**src/rtl/bit_select_pkg.sv**
```systemverilog
// Shared types for the bit-select serializer: operating mode and FSM states.
package bit_select_pkg;

  typedef enum logic {
    MODE_MANUAL = 1'b0,
    MODE_SCAN   = 1'b1
  } mode_e;

  // ST_PARITY is only reachable when BIT_SELECT_PARITY_EN is defined.
  typedef enum logic [1:0] {
    ST_IDLE   = 2'd0,
    ST_SHIFT  = 2'd1,
    ST_PARITY = 2'd2
  } state_e;

endpackage

```
**src/rtl/bit_index_counter.sv**
```systemverilog
// Up/down bit-index counter for the serializer: load seeds the index of the
// second frame bit, step walks toward the last bit, last flags the final index.
module bit_index_counter #(
  parameter int WIDTH     = 8,
  parameter bit MSB_FIRST = 1'b0,
  parameter int SEL_W     = $clog2(WIDTH)
) (
  input  logic             clk,
  input  logic             rst,
  input  logic             load,
  input  logic             step,
  output logic [SEL_W-1:0] idx,
  output logic             last
);

  // The first bit leaves straight from the parallel word, so load lands one past it.
  localparam logic [SEL_W-1:0] START = MSB_FIRST ? SEL_W'(WIDTH - 2) : SEL_W'(1);
  localparam logic [SEL_W-1:0] FINAL = MSB_FIRST ? '0 : SEL_W'(WIDTH - 1);

  always_ff @(posedge clk or posedge rst) begin
    if (rst)       idx <= '0;
    else if (load) idx <= START;
    else if (step) idx <= MSB_FIRST ? idx - 1'b1 : idx + 1'b1;
  end

  assign last = (idx == FINAL);

endmodule

```
**src/rtl/bit_select_serializer.sv**
```systemverilog
// Registered bit selector (manual mode) plus start/ready word serializer (scan mode).
// Optional trailing even-parity bit when BIT_SELECT_PARITY_EN is defined.
module bit_select_serializer
  import bit_select_pkg::*;
#(
  parameter int WIDTH     = 8,
  parameter int SEL_W     = $clog2(WIDTH),
  parameter bit MSB_FIRST = 1'b0
) (
  input  logic             clk,
  input  logic             rst,
  input  logic [WIDTH-1:0] in,
  input  logic [SEL_W-1:0] sel,
  input  logic             mode,
  input  logic             start,
  output logic             ready,
  output logic             out,
  output logic             out_valid,
  output logic             done
);

  localparam int FIRST = MSB_FIRST ? WIDTH - 1 : 0;

  state_e           state, state_n;
  logic [WIDTH-1:0] shadow, shadow_n;
  logic             out_n, valid_n, done_n;
  logic             load, step, last;
  logic [SEL_W-1:0] idx;

  bit_index_counter #(
    .WIDTH     (WIDTH),
    .MSB_FIRST (MSB_FIRST),
    .SEL_W     (SEL_W)
  ) u_idx (
    .clk  (clk),
    .rst  (rst),
    .load (load),
    .step (step),
    .idx  (idx),
    .last (last)
  );

  assign ready = (state == ST_IDLE);

  always_comb begin
    state_n  = state;
    shadow_n = shadow;
    out_n    = out;
    valid_n  = 1'b0;
    done_n   = 1'b0;
    load     = 1'b0;
    step     = 1'b0;
    case (state)
      ST_IDLE: begin
        if (mode_e'(mode) == MODE_MANUAL) begin
          // Out-of-range selects (non power-of-two WIDTH) give an invalid 0.
          if (32'(sel) < WIDTH) begin
            out_n   = in[sel];
            valid_n = 1'b1;
          end else begin
            out_n   = 1'b0;
          end
        end else if (start) begin
          shadow_n = in;
          out_n    = in[FIRST];
          valid_n  = 1'b1;
          load     = 1'b1;
          state_n  = ST_SHIFT;
        end
      end
      ST_SHIFT: begin
        out_n   = shadow[idx];
        valid_n = 1'b1;
        step    = 1'b1;
        if (last) begin
`ifdef BIT_SELECT_PARITY_EN
          state_n = ST_PARITY;
`else
          done_n  = 1'b1;
          state_n = ST_IDLE;
`endif
        end
      end
      ST_PARITY: begin
        out_n   = ^shadow;
        valid_n = 1'b1;
        done_n  = 1'b1;
        state_n = ST_IDLE;
      end
      default: state_n = ST_IDLE;
    endcase
  end

  always_ff @(posedge clk or posedge rst) begin
    if (rst) begin
      state     <= ST_IDLE;
      shadow    <= '0;
      out       <= 1'b0;
      out_valid <= 1'b0;
      done      <= 1'b0;
    end else begin
      state     <= state_n;
      shadow    <= shadow_n;
      out       <= out_n;
      out_valid <= valid_n;
      done      <= done_n;
    end
  end

endmodule

```
**config.mk**
```make
export PLATFORM = sky130hd
export DESIGN_NAME = bit_select_serializer
export DESIGN_NICKNAME = d
export VERILOG_FILES = /design/src/rtl/bit_select_pkg.sv /design/src/rtl/bit_index_counter.sv /design/src/rtl/bit_select_serializer.sv
export SDC_FILE = /design/constraint.sdc
export NUM_CORES = 1
export LEC_CHECK = 0
export CAP_MARGIN = 20
export CORE_ASPECT_RATIO = 1.25
export CORE_UTILIZATION = 40
export DETAILED_ROUTE_END_ITERATION = 7
export PLACE_DENSITY_LB_ADDON = 0.15
export SYNTH_ARGS = -nofsm -noshare
export SYNTH_HDL_FRONTEND = slang
export SYNTH_SLANG_ARGS = --single-unit
```
**constraint.sdc**
```tcl
create_clock -name clk -period 3.15 [get_ports clk]
set_input_delay 0.63 -clock clk [delete_from_list [all_inputs] [get_ports clk]]
set_output_delay 0.63 -clock clk [all_outputs]
set_load 0.02 [all_outputs]
```
Word level (Yosys, flattened, before mapping)
Cells that the tools add are included.
- flip-flop bits (word level): 16
- latch bits: 0
- RAM bits: 0
- ROM bits: 0
- bits of input ports: 15
- output and inout port bits: 4
- word-level logic and storage cells: 45
- memories: 0
- add/sub/neg operators: 1
- multipliers: 0
- divide/modulo/power cells: 0
- magnitude comparators: 2
- equal/unequal tests: 7
- shifts and indexed selects: 0
- multiplexer cells: 21
- bitwise logic cells: 0
- reduce and logical (&&, ||, !) cells: 8
- operators by type and width (operator ; number):
    1-bit two-way mux ; 10
    3-bit by 4-bit less-than comparator with 1-bit output, second input constant ; 2
    8-bit parity ; 1
    1-bit binary-select mux with 3-bit select ; 2
    2-bit two-way mux ; 3
    3-bit two-way mux ; 2
    2-bit != test, second input constant ; 3
    3-bit AND reduction ; 2
    1-bit one-hot mux with 2 select lines ; 2
    2-bit one-hot mux with 2 select lines ; 1
    3-bit by 1-bit adder with 3-bit output, second input constant ; 1
    3-bit == test, second input constant ; 1
    3-bit != test, second input constant ; 1
    1-bit one-hot mux with 3 select lines ; 1
    3-bit nonzero test ; 1
    2-bit by 1-bit == test with 1-bit output, second input constant ; 1
    2-bit == test, second input constant ; 1
    2-bit logical NOT ; 1
    2-bit AND reduction ; 1
    2-bit nonzero test ; 1
    2-bit OR reduction ; 1

Logic depth before layout (Yosys ltp)
- word-level depth: 4
- gate-level depth with buffers: 4
- gate-level depth less buffers: 4

Hierarchy
A second synthesis with hierarchy kept.
- cell total of the unflattened synthesis: 50
- area total of the unflattened synthesis: 716.9 um^2
- modules (own cells, without submodules) (module ; times used ; cells each ; area each (um^2) ; sequential area each (um^2)):
    bit_select_serializer ; 1 ; 38 ; 570.5 ; 300.3
    bit_index_counter ; 1 ; 12 ; 146.4 ; 75.1

Worst setup path before layout
No wires, ideal clock.
- path type: input to register
- start point: input sel[0]
- end point: register out
- setup time: 137 ps
- data arrival time: 1349 ps
- required time: 3013 ps
- setup slack: 1665 ps
- stages on the path: 3
- buffers on the path: 0
- cells stage by stage: mux4_2 > o211ai_1 > o311ai_1
- cells in the longest elaborated chain, start to end: 4
- RTL lines (element ; line ; text):
    start: declaration ; bit_select_serializer.sv:13 ; input logic [SEL_W-1:0] sel,
    1-bit binary-select mux with 3-bit select ; bit_select_serializer.sv:58 ; out_n = in[sel];
    1-bit two-way mux (not written as such) ; bit_select_serializer.sv:58 ;
    1-bit two-way mux ; bit_select_serializer.sv:55 ; if (mode_e'(mode) == MODE_MANUAL) begin
    1-bit one-hot mux with 3 select lines ; bit_select_serializer.sv:53 ; case (state)
    end signal: assignment ; bit_select_serializer.sv:104 ; out <= out_n;
    end: declaration ; bit_select_serializer.sv:17 ; output logic out,
Every way passes these cells. The select of a mux whose other input is x is not followed.
A chain may end at the register's enable or synchronous reset.

Worst setup path after layout
- start point: register state[0]
- end point: output ready
- cells in the longest elaborated chain, start to end: 1
- RTL lines (element ; line ; text):
    start: declaration ; bit_select_serializer.sv:24 ; state_e state, state_n;
    start signal: assignment ; bit_select_serializer.sv:102 ; state <= state_n;
    2-bit logical NOT ; bit_select_serializer.sv:43 ; assign ready = (state == ST_IDLE);
    end: declaration ; bit_select_serializer.sv:16 ; output logic ready,
Every way passes these cells.

==> results.sh <==
export IMPL_fmax_mhz=463
export IMPL_root_buffer="clkbuf_4"
export IMPL_ys_ff_latch=15
export IMPL_holdWs_ns=0.505
export IMPL_die_x_um=40.0
export IMPL_worstPathCellList="inv_1, clkdlybuf4s50_1"
export IMPL_worstSkewPairLatency_ns=0.28
export IMPL_maxCapViolCount=0
export IMPL_finalCriticalPeriod_ns=2.16
export IMPL_worstPathRequired_ns=2.52
export IMPL_dr_pass1_iters=4
export IMPL_finClkSkew_ns=0.000751
export IMPL_crit_arrival_ns=1.53
export IMPL_synthCells=54
export IMPL_drive_gt1_share_pct=17.3
export IMPL_grt_util_met2_pct=23.7
export IMPL_vdd_drop_max_uv=410
export IMPL_tritoncts="done"
export IMPL_wl_per_cell_um=13.3
export IMPL_synth_most_common_cell="dfrtp_1"
export IMPL_setup_viol=0
export IMPL_synth_area_leaders="dfrtp_1 52%, mux2_2 14%, mux4_1 7.3%, mux2i_1 4.2%, ha_1 3.5%"
export IMPL_core_sq_um=1620
export IMPL_antenna_found_initial=0
export IMPL_synth_nets=71
export IMPL_status="finished clean"
export IMPL_cts_buffers=3
export IMPL_port_buffers=18
export IMPL_start_util_pct=44.6
export IMPL_p_per_area_nw_per_um2=780
export IMPL_clock_sinks=15
export IMPL_drt_iter0_markers=8
export IMPL_dp_hpwl_um=943
export IMPL_synth_distinct_cells=19
export IMPL_synthToLayoutAreaGrowth_pct=31.0
export IMPL_grt_pass1_vias=496
export IMPL_die_area_sq_um=1980
export IMPL_hp_class="register to register"
export IMPL_finalHoldViolCount=0
export IMPL_post_route_drc_count=0
export IMPL_gp_congestion=0.710
export IMPL_synth_area_sq_um=723
export IMPL_post_cts_buffers=0
export IMPL_ant_nets=0
export IMPL_start_kind="register"
export IMPL_antennaDiodeCount=0
export IMPL_cpPeakStageDelay_ns=0.61
export IMPL_leakage_nw=0.411
export IMPL_path_clk_slew_ns=0.08
export IMPL_fill_cells=132
export IMPL_cp_max_fo=12
export IMPL_grt_max_degree=16
export IMPL_avgSynthCellArea_sq_um=13.4
export IMPL_overflow=0
export IMPL_synth_main_ff_cell="dfrtp_1"
export IMPL_std_cell_rows=16
export IMPL_postCtsResizedCells=0
export IMPL_async_reset_ff_share_pct=100
export IMPL_yosysTopAreaCell="dfrtp_1"
export IMPL_slew_headroom_pct=63.3
export IMPL_vias=503
export IMPL_routed_wl_mm=1.23
export IMPL_worst_r2r_cell_count=4
export IMPL_grtUsageTotal_pct=16.4
export IMPL_yosysWarnings=0
export IMPL_netlist_top_cells_count="15 x dfrtp_1, 9 x mux2_2, 6 x nand2_1"
export IMPL_num_nets_final=93
export IMPL_ys_seq_area_share_pct=51.9
export IMPL_via_per_inst=5.41
export IMPL_rsz0062_at_grt="no"
export IMPL_cts_htree_levels=1
export IMPL_cp_end_kind="output port"
export IMPL_grt_use_met3_pct=2.70
export IMPL_path_class="register to output port"
export IMPL_period_share_pct=68.6
export IMPL_slowest_stage="clkdlybuf4s50_1"
export IMPL_cts_hold_buf=0
export IMPL_grt_use_met1_pct=22.0
export IMPL_tns_ns=0
export IMPL_yosysTopAreaCellShare_pct=51.9
export IMPL_grt_first_pass_wirelength_mm=2.17
export IMPL_p_total_uw=739
export IMPL_worst_pin_slew_ns=0.550
export IMPL_hold_depth=1
export IMPL_slew_violations=0
export IMPL_placed_cells=89
export IMPL_post_layout_nonfiller_instances=93
export IMPL_grt_busiest_layer="met2"
export IMPL_cts_path_max_buffers=2
export IMPL_synth_edf_count=0
export IMPL_die_y_um=49.5
export IMPL_io_pins=19
[area by class of cell]
class / instances / area (sq um) / share of cell area, %
flip-flops and latches: 15 / 375 / 39.6
multi-input cells: 35 / 332 / 35.0
repair buffers: 18 / 180 / 19.0
clock buffers: 4 / 26.3 / 2.77
well taps: 18 / 22.5 / 2.38
inverters: 3 / 11.3 / 1.19
[report_power, final]
group / leakage (nW) / switching [mW] / internal (mW) / total [mW]
sequential: 0.178 / 0.0691 / 0.281 / 0.351
combinational: 0.218 / 0.103 / 0.177 / 0.280
clock: 0.0150 / 0.0596 / 0.0492 / 0.109
total: 0.411 / 0.231 / 0.508 / 0.739
[placed cells by master, fill, tap and decap left out, drive strengths merged, types with 2 or more instances in the layout]
cell type and count:
mux2 9, nand2 6, clkdlybuf4s50 18, inv 3, dfrtp 15, mux2i 3
mux4 3, ha 2, clkbuf 4, o21ai 3
[path summary, 6_finish.rpt]
path	from	to	slack [ns]
max in group asynchronous	rst	shadow[4]	2.10
min reg2reg	shadow[4]	shadow[4]	0.50
min in group asynchronous	rst	done	0.69
min	shadow[4]	shadow[4]	0.50
max	state[0]	ready	0.99
max reg2reg	u_idx.idx[0]	out	1.57
[metal layers]
metal  vias to the layer above  routed length, um
li1                        244                  -
met1                       237                516
met2                        18                617
met3                         4                 70
met4                         0                 29
met5                         -                  0
[registers in the layout, summed over array words and instances, names as in the netlist]
| name | count |
|---|---|
| u_idx.idx | 3 |
| out | 1 |
| shadow | 8 |
| done | 1 |
| state | 1 |
| out_valid | 1 |
[through the flow]
stage | setup WS (ns) | util (%) | cell area [sq um]
4_1_cts | 0.975 | 58.4 | 947
6_report | 0.989 | 58.4 | 947
3_5_place_dp | 1.01 | 56.8 | 921
3_3_place_gp | 1.04 | 56.8 | 921
5_1_grt | 0.916 | 58.4 | 947
2_1_floorplan | 1.66 | - | 723
[logic make-up (layout without fill, tap and decap cells)]
| group | after synthesis | after routing | synth area share [%] |
|---|---|---|---|
| buf+inv | 4 | 25 | 2.25 |
| mux | 15 | 15 | 28.5 |
| compound gates | 8 | 8 | 7.27 |
| simple gates | 10 | 10 | 6.58 |
| flops | 15 | 15 | 51.9 |
| fa+ha+maj | 2 | 2 | 3.46 |
[worst max-delay path, delay by kind of cell (launching register included)]
kind | cells | cell delay [ns]
buffers and inverters | 2 | 0.75
flip-flops | 1 | 0.51
Power figures use the tool's default switching activity.
